$ cat src/rtl/decoder_reg_n.sv
// decoder_reg_n: registered N-to-2^N one-hot decoder for register-file write enables.
// One cycle of latency. Stall freezes everything. Pulse or level output mode.
// An optional masked index (typically the hardwired-zero register) never
// asserts an enable.
//
// Ports:
//   clk      rising-edge clock
//   reset    synchronous, active-high reset
//   i        select index (IN_W bits)
//   enable   request: decode i this cycle
//   stall    freeze all outputs and registered state
//   d        registered one-hot decode, 2**IN_W bits (all-zero when idle/masked)
//   valid    one cycle per accepted request
//   mask_hit one cycle when an accepted request hit MASK_IDX with MASK_EN=1
module decoder_reg_n #(
  parameter int unsigned IN_W      = 5,
  parameter int unsigned HOLD_MODE = 0,
  parameter int unsigned MASK_EN   = 1,
  parameter int unsigned MASK_IDX  = 31
) (
  input  logic                 clk,
  input  logic                 reset,
  input  logic [IN_W-1:0]      i,
  input  logic                 enable,
  input  logic                 stall,
  output logic [(2**IN_W)-1:0] d,
  output logic                 valid,
  output logic                 mask_hit
);

  localparam int unsigned OUT_W = 2**IN_W;

  logic [OUT_W-1:0] d_nxt;
  logic             valid_nxt;
  logic             mask_hit_nxt;
  logic             hit_c;

  // Request targets the suppressed index; never consulted unless enable=1.
  assign hit_c = (MASK_EN != 0) && (i == IN_W'(MASK_IDX));

  // Next-state selection: stall > enable > idle (reset handled in the register).
  always_comb begin
    d_nxt        = d;
    valid_nxt    = valid;
    mask_hit_nxt = mask_hit;
    if (!stall) begin
      if (enable) begin
        valid_nxt    = 1'b1;
        mask_hit_nxt = hit_c;
        d_nxt        = hit_c ? '0 : (OUT_W'(1) << i);
      end else begin
        valid_nxt    = 1'b0;
        mask_hit_nxt = 1'b0;
        // Level mode keeps the last decode; a masked decode already left d at 0.
        if (HOLD_MODE == 0) begin
          d_nxt = '0;
        end
      end
    end
  end

  // Output registers with synchronous reset.
  always_ff @(posedge clk) begin
    if (reset) begin
      d        <= '0;
      valid    <= 1'b0;
      mask_hit <= 1'b0;
    end else begin
      d        <= d_nxt;
      valid    <= valid_nxt;
      mask_hit <= mask_hit_nxt;
    end
  end

endmodule

$ cat config.mk
export PLATFORM = sky130hd
export DESIGN_NAME = decoder_reg_n
export DESIGN_NICKNAME = d
export VERILOG_FILES = /design/src/rtl/decoder_reg_n.sv
export SDC_FILE = /design/constraint.sdc
export NUM_CORES = 1
export LEC_CHECK = 0
export BUFFER_PORTS_ARGS = -buffer_cell sky130_fd_sc_hd__buf_4
export CAP_MARGIN = 40
export CORE_AREA = 10 10 65 67
export CTS_CLUSTER_SIZE = 16
export DETAILED_ROUTE_END_ITERATION = 8
export DIE_AREA = 0 0 75 77
export PLACE_DENSITY_LB_ADDON = 0.15
export SLEW_MARGIN = 30
export SYNTH_ARGS = -nofsm -noshare
export SYNTH_HDL_FRONTEND = slang
export SYNTH_SLANG_ARGS = --single-unit
$ cat constraint.sdc
create_clock -name clk -period 0.97 [get_ports clk]
set_input_delay 0.097 -clock clk [delete_from_list [all_inputs] [get_ports clk]]
set_output_delay 0.097 -clock clk [all_outputs]
set_load 0.05 [all_outputs]
==> Word level (Yosys, flattened, before mapping) <==
Index checks and enable logic that the tools add are counted.
{ "classes": {"eq_ne": 1, "shifts": 1, "n_mux": 4} }
{ "op_table": {"columns": ["cell", "count"], "rows": [
  ["$mux 32", 2],
  ["$shl 1x5->32 const A", 1],
  ["$eq 5x5->1 const B", 1],
  ["$mux 1", 2]
]} }
{ "word_totals": {"reg_bits": 34, "output_inout_bits": 34} }

==> Depth between registers and ports, before layout <==
Gate-level depths: netlist of run 1.
{ "depth": {"depth_word": 3, "ltp_mapped": 5} }

==> Worst setup path after synthesis of run 1 <==
Ideal clock, no wire load.
{ "synth_timing": {"path_kind": "input to register", "start": "input port reset", "end": "register d[24]", "setup_time_ns": 0.117, "arrival_ns": 0.834, "required_time_ns": 0.853, "slack_ns": 0.020, "cell_stages": 5, "cell_sequence": "buf_2 -> nor2b_1 -> buf_2 -> buf_2 -> a22o_1"} }
{ "synth_rtl": {"columns": ["element", "line_no", "text"], "rows": [
  ["from (decl)", "22", "input logic reset,"],
  ["to (signal assigned)", "69", "d <= d_nxt;"],
  ["to (decl)", "26", "output logic [(2**IN_W)-1:0] d,"]
]} }

==> Worst setup path after layout of run 1 <==
{ "layout_timing": {"start": "register d[26]", "end": "output port d[26]"} }
No word-level cell between the ends.

==> results, run 1 <==
- The run finished with clean final reports.
- For the worst setup path, the data required time is 870 ps.
- In this run the horizontal extent of the chip is 75 microns.
- The synthesized area is 0.00122 sq mm.
- The type of element capturing the critical path is a primary output.
- The post-detailed-placement half-perimeter wirelength is 2270 microns.
- The biggest area consumer among synthesized cells is sky130_fd_sc_hd__dfxtp_1.
- The data arrival time of the worst path is 850 ps.
- The maximum vdd ir drop is 1.13 mV.
- The worst hold path terminates at valid.
- The critical-path cell with the highest stage delay is sky130_fd_sc_hd__dfxtp_2.
- In this run the worst path has a maximum fanout of 2.
- The terminus of the critical flop-to-flop path is d[18].
- The iteration count of the initial detailed-routing pass is 5.
- Synthesis produced 95 cells.
- The floorplan step set the die height to 77 microns.
- The leakage power summed over all cells is 0.000804 uW.
- After clock tree synthesis, the clock-pin slew on the worst setup and hold paths is 110 ps.
- The tree built by TritonCTS fans out to 34 sinks.
- The critical register-to-register path startpoint is d[18].
- The number of unique standard cell types used by synthesis is 19.
- For this block, the initial DRC count from the detailed router was 76.
- The synthesis-to-finish area growth is 58.2%.
- The launch point of the worst hold path is enable.
- The clock share of power is 0.452.
- The switching part of the total power is 0.200.
- The worst-case reg-to-reg path depth is 2.
- Ranked by total cell area, the synthesized netlist is headed by sky130_fd_sc_hd__dfxtp_1 56%, sky130_fd_sc_hd__a22o_1 17%, sky130_fd_sc_hd__o2bb2ai_1 5.7%.
- The design draws 2960 uW.
- The worst pin sits at a relative slew slack of 0.523.
- The class of the most critical hold timing path is primary input to flip-flop.
- The root buffer cell chosen for the clock tree is sky130_fd_sc_hd__clkbuf_4.
- The port buffer count is 42.
- The worst hold path was traced through 3 stages.
- The portion of the clock cycle consumed by the worst path in the final layout is 0.974.
- The clock tree buffer depth is 2.
- In the final timing run, aggregate negative setup slack is 0 ps.
- The via count of the first global-routing pass is 976.
- After detailed routing, the average wire length per cell comes to 17.4 microns.
- CTS built an H-tree with a depth of 2.
- The number of CTS-inserted buffers is 5.
- In the final design database the tool counted 154 nets.
- The setup slack on the worst flop-to-flop path is 210 ps.
- The average footprint of a synthesized cell is 12.9 sq um.
- For this run the aggregate overflow at the end of global routing stands at 0.
- In the routed layout, each cell is associated on average with a via count of 5.46.
- The yosys synthesis warning count is 0.
- The fraction of synthesized cell area taken by the top area cell type is 0.556.
- The remaining number of nets flagged by the antenna check after routing is 0.
- The core area is 0.00298 sq mm.
- The filler cells instantiated in the layout total 232.
- The final period demand of the worst path is 944 ps.
- Summed over all nets, the switching power comes to 592 uW.
- Broken down by cell family, the worst path's largest delay share belongs to flip-flops.
- Traced cell by cell, the critical path runs through buf_8.
- The sum of routed wire length over all layers is 3110 microns.
- The clock latency on the worst-skew pair is 330 ps.
- For this design the ratio of total power to cell area is 1530 mW/mm^2.
- The highest clock frequency the design can meet is 1060 MHz.
- The max-capacitance violation count is 0.
- The routability congestion estimate from global placement is 0.694.
- The quantity of hold-fixing buffers added after cts is 0.
- Setup repair after global routing could not meet its margin everywhere.
- In the final layout, the share of cells above drive strength 1 is 0.705.
- The wire length of the first global-routing pass is 4870 microns.
- The stage delay of the slowest cell on the critical path is 370 ps.
- The number of buffers and inverters on the critical path is 1.
- The number of antenna diodes in the final layout is 0.
- The share of total power dissipated in sequential elements is 0.477.
- The number of nets handed over by synthesis was 104.
- The final count of pins violating max slew came to 0.
- TritonCTS built the clock tree.
- In the global route stage, overall resource usage came out at 0.107.
- The I/O pin total is 43.
- The die area is 0.00578 sq mm.
- Entering global routing, the biggest net connects 34 pins.
- The startpoint class of the critical path is a flip-flop.
- The routed layout has 978 vias.
- The initial core utilization is 0.411.
- The internal power of the cells totals 2370 uW.
- Setup violations remaining at the end of the flow were counted as 0.
- In the routed design, unresolved DRC markers number 0.
- The floorplan has 20 rows.
- The combinational power share is 0.072.
- The actual transition at the worst max-transition pin is 714 ps.
- The number of failing hold endpoints at the final stage was 0.
- The number of storage elements in the synthesis netlist is 34.
- Across the routed clock network, the largest skew measured is 0 ps.
- The number of antenna violations at the first check in global routing is 0.
- The critical path in this run is classified as flip-flop to primary output.
- The share of the Yosys chip area taken by registers is 0.556.
[metal layers]
layer / GRT usage / wire length (microns) / share of wire / vias to the layer above
li1: - / - / - / 478
met1: 0.130 / 1330 / 0.43 / 454
met2: 0.159 / 1430 / 0.46 / 38
met3: 0.0502 / 305 / 0.098 / 8
met4: 0.0398 / 48 / 0.015 / 0
met5: 0 / 0 / 0 / -
[final cells by class]
type,count,area (sq um),share of cell area
multi-input cells,52,500,0.259
repair buffers,52,559,0.289
clock buffers,6,51.3,0.0265
clock inverters,2,60.1,0.0310
well taps,33,41.3,0.0213
flip-flops and latches,34,723,0.374
[synth_stat cells]
cell type,instances
sky130_fd_sc_hd__and4bb_2,3
sky130_fd_sc_hd__mux2i_1,1
sky130_fd_sc_hd__buf_6,1
sky130_fd_sc_hd__nor2b_1,1
sky130_fd_sc_hd__o2bb2ai_1,8
sky130_fd_sc_hd__nand4_1,1
sky130_fd_sc_hd__and4b_1,1
sky130_fd_sc_hd__nand4bb_1,2
sky130_fd_sc_hd__dfxtp_1,34
sky130_fd_sc_hd__and4bb_1,1
sky130_fd_sc_hd__nor4b_2,4
sky130_fd_sc_hd__buf_2,7
sky130_fd_sc_hd__clkbuf_1,1
sky130_fd_sc_hd__nand4b_1,2
sky130_fd_sc_hd__nor2_1,1
sky130_fd_sc_hd__or4b_4,1
sky130_fd_sc_hd__a22o_1,24
sky130_fd_sc_hd__nor4_1,1
sky130_fd_sc_hd__and2_1,1
[metrics by stage]
stage / util / hold slack [ps] / cell area [sq um] / setup WS [ps] / instances
detailed placement: 0.539 / 383 / 1610 / -192 / 170
global route: 0.650 / 65.8 / 1940 / -18.3 / 179
CTS: 0.630 / 43.0 / 1880 / 2.89 / 178
global placement: 0.537 / 378 / 1600 / -462 / 170
floorplan: - / 241 / 1220 / 19.6 / 95
finish: 0.650 / 54.1 / 1940 / 25.5 / 179
[flip-flops by register name (all words and copies together) (netlist names)]
register and count:
mask_hit 1, d 32, valid 1
[layout by cell type (no fill, tap or decap), drive strengths merged]
cell type  count
nand4bb        2
dfxtp         34
nand4b         2
nor4           1
buf           52
and2           1
o2bb2ai        8
bufinv         2
nor2b          1
or4b           1
nor2           1
a22o          24
mux2i          1
nor4b          4
nand4          1
and4bb         4
clkbuf         6
and4b          1
[how the worst max path moves through the flow]
stage                from  endpoint  slack (ps)  depth (start not counted)
floorplan           reset     d[24]          20                          5
global placement    reset     d[22]        -460                          3
detailed placement  stall     d[13]        -190                          4
CTS                 d[23]     d[23]           3                          1
global route        d[17]     d[17]         -20                          1
finish              d[26]     d[26]          30                          1
[what timing repair did]
item	in CTS	in global routing
resized for setup	60	19
setup endpoints to repair	34	21
setup buffers	0	1
pin swaps	0	0
[logic make-up after synthesis]
logic type      after synthesis  share of synthesized area
compound gates               32                      0.229
buf+inv                       9                     0.0409
flops                        34                      0.556
mux                           1                    0.00818
simple gates                 19                      0.166
[power by group through the flow]
stage | combinational [uW] | sequential [uW] | clock [uW]
CTS | 210 | 1410 | 1370
global placement | 198 | 1440 | 0
floorplan | 93.6 | 1470 | 0
global route | 229 | 1410 | 1420
detailed placement | 204 | 1440 | 0
finish | 212 | 1410 | 1340
Note: power is estimated with default switching activity, not from simulation.
==> run 2, diff against run 1 <==
Settings changed: CELL_PAD_IN_SITES_DETAIL_PLACEMENT from default to 1, CELL_PAD_IN_SITES_GLOBAL_PLACEMENT from default to 1, CORE_AREA 10 10 65 67 to 10 10 72 74, DIE_AREA 0 0 75 77 to 0 0 82 84.
==> run 2 against run 1 <==
Register-to-register slack better by 120 ps. Sequential power about the same. Highest routed layer unchanged. Final cell count up 11%.
==> results, run 2 (synthesis gave the netlist of run 1 again) <==
- The number of clock sinks seen by CTS is 34.
- The die area is 0.00689 sq mm.
- The number of CTS-inserted buffers is 5.
- The vertical extent of the die is 84 microns.
- For this run, the total global-route usage over all layers was measured as 0.107.
- Grouping stages by cell kind, the critical path spends the most delay in flip-flops.
- The vias per cell is 5.13.
- The number of antenna diodes in the final layout is 0.
- The path class of the tightest hold or removal check is primary input to flip-flop.
- TritonCTS built the clock tree.
- The clock tree skew after final layout is 0 ps.
- For this run, the share of the core covered by cells in the final layout is 0.461.
- The row count is 23.
- The tightest hold path in the finished design has a slack of 62.3 ps.
- The layout cell share with drive strength beyond 1 is 0.480.
- The largest net degree at the start of global routing is 19.
- The first global-routing pass estimated 5710 microns of wire.
- The signal on the critical path passes through buf_4.
- The startpoint class of the critical path is a flip-flop.
- The iteration count of the initial detailed-routing pass is 4.
- Ranked by flip-flop count, first place goes to d.
- The count of nets left with antenna violations once routing finished came out at 0.
- In the layout the commonest cells are 48 x sky130_fd_sc_hd__buf_4, 34 x sky130_fd_sc_hd__dfxtp_1, 24 x sky130_fd_sc_hd__a22o_1.
- The total negative slack for setup checks is 0 ps.
- After detailed routing, the average wire length per cell comes to 17.7 microns.
- 43 I/O pins were placed.
- The routed design could run at a clock period as short as 941 ps.
- The largest registers in the layout are d (32), mask_hit (1), valid (1).
- The number of antenna violations at the first check in global routing came to 0.
- The leakage power summed over all cells is 0.000760 uW.
- Setup repair after global routing left no endpoint under its margin.
- The maximum vdd ir drop is 0.608 mV.
- The type of element capturing the critical path is a primary output.
- Together, buffers and inverters on the worst path number 1.
- The completed layout was analyzed and its total power is 2830 uW.
- The total DRC errors in the routed layout is 0.
- The placed instances occupy a cell area of 0.00164 sq mm.
- From left edge to right edge, the die measures 82 microns.
- The synthesis-to-finish area growth is 45.2%.
- The worst pin sits at a relative slew slack of 0.794.
- CTS placed an instance of sky130_fd_sc_hd__clkbuf_8 at the clock tree root.
- The category of the critical setup timing path is flip-flop to primary output.
- The number of failing hold endpoints at the final stage came to 0.
- The actual transition at the worst max-transition pin is 306 ps.
- After clock tree synthesis, the clock-pin slew on the worst setup and hold paths is 70 ps.
- Along the worst path, the maximum fanout reaches 2.
- The post-CTS setup-driven buffer insertion count is 0.
- The H-tree was split into 2 levels.
- After global routing the overflow that remains totals 0.
- The routability congestion estimate from global placement is 0.751.
- The highest clock frequency the design can meet is 1060 MHz.
- Across the run, the number of max-cap violations was 0.
- The port buffer count is 42.
- The portion of the clock cycle consumed by the worst path in the final layout is 0.970.
- The final count of pins violating max slew came to 0.
- The initial core utilization is 0.317.
- The total power density per cell area is 1590 mW/mm^2.
- The data arrival time of the worst path is 840 ps.
- In this design, the stage delay of the slowest critical-path cell is 350 ps.
- The flow ran to the end, and the final reports show no timing, DRC or antenna violations.
- With fillers left out, the area of the finished cells amounts to 0.00178 sq mm.
- The register with the most flip-flops in the layout has 32 of them.
- The net count of the finished layout is 156.
- The core area is 0.00386 sq mm.
- The sum of routed wire length over all layers is 3500 microns.
- Setup violations remaining at the end of the flow were counted as 0.
- Leaving out fill and tap cells, the most frequent cell in the layout is sky130_fd_sc_hd__buf_4.
- In this run, the number of DRC markers left after iteration 0 of detailed routing was 34.
- The clock tree buffer depth is 2.
- The via count of the first global-routing pass came to 1088.
- The routed layout has 1015 vias.
- For the worst setup path, the data required time is 870 ps.
- For the worst-skew pair, the clock arrives at the later sink with an insertion delay of 280 ps.
- The largest individual stage delay along the critical path comes from the cell sky130_fd_sc_hd__dfxtp_1.
- The post-detailed-placement half-perimeter wirelength is 2730 microns.
[run 2: cell count changes in the layout (fill, tap and decap cells not counted)]
cell	delta
sky130_fd_sc_hd__buf_8	-11
sky130_fd_sc_hd__buf_4	+30
sky130_fd_sc_hd__dfxtp_2	-34
sky130_fd_sc_hd__clkbuf_4	-5
sky130_fd_sc_hd__buf_6	-17
sky130_fd_sc_hd__bufinv_16	-2
sky130_fd_sc_hd__dfxtp_1	+34
sky130_fd_sc_hd__nor2b_2	+1
sky130_fd_sc_hd__nor2b_4	-1
sky130_fd_sc_hd__clkbuf_8	+7
[run 2: routing by layer]
layer | global-route usage | routed length (microns)
met5 | 0 | 0
met2 | 0.168 | 1670
met4 | 0.0464 | 57
met1 | 0.112 | 1390
met3 | 0.0603 | 380
[run 2: layout make-up]
class	instances	area, sq um
timing repair buffer	54	428
sequential	34	681
fill	426	2080
clock buffer	8	110
multi-input combinational	52	495
tap	50	62.6
[run 2: worst paths after layout]
path         cells past startpoint  slack (ps)     to  start
max                              1          30  d[27]  d[27]
min                              2          60  valid  reset
min reg2reg                      1         460  d[13]  d[13]
max reg2reg                      1         330   d[1]   d[1]
[run 2: per-stage QoR]
stage	setup slack, ps	cells
2_1_floorplan	19.6	95
3_3_place_gp	-21.3	190
3_5_place_dp	-61.7	190
4_1_cts	13.2	198
5_1_grt	0.0400	198
6_report	29.2	198
[run 2: where the power goes]
group	switching (uW)	internal [uW]
logic	126	89.5
clock network	484	716
registers	5.01	1400
[run 2: repair_timing]
action,4_1_cts,5_1_grt
endpoints found under the setup margin,0,6
gates resized for setup,0,6
hold buffers,0,0
endpoints found under the hold margin,0,0
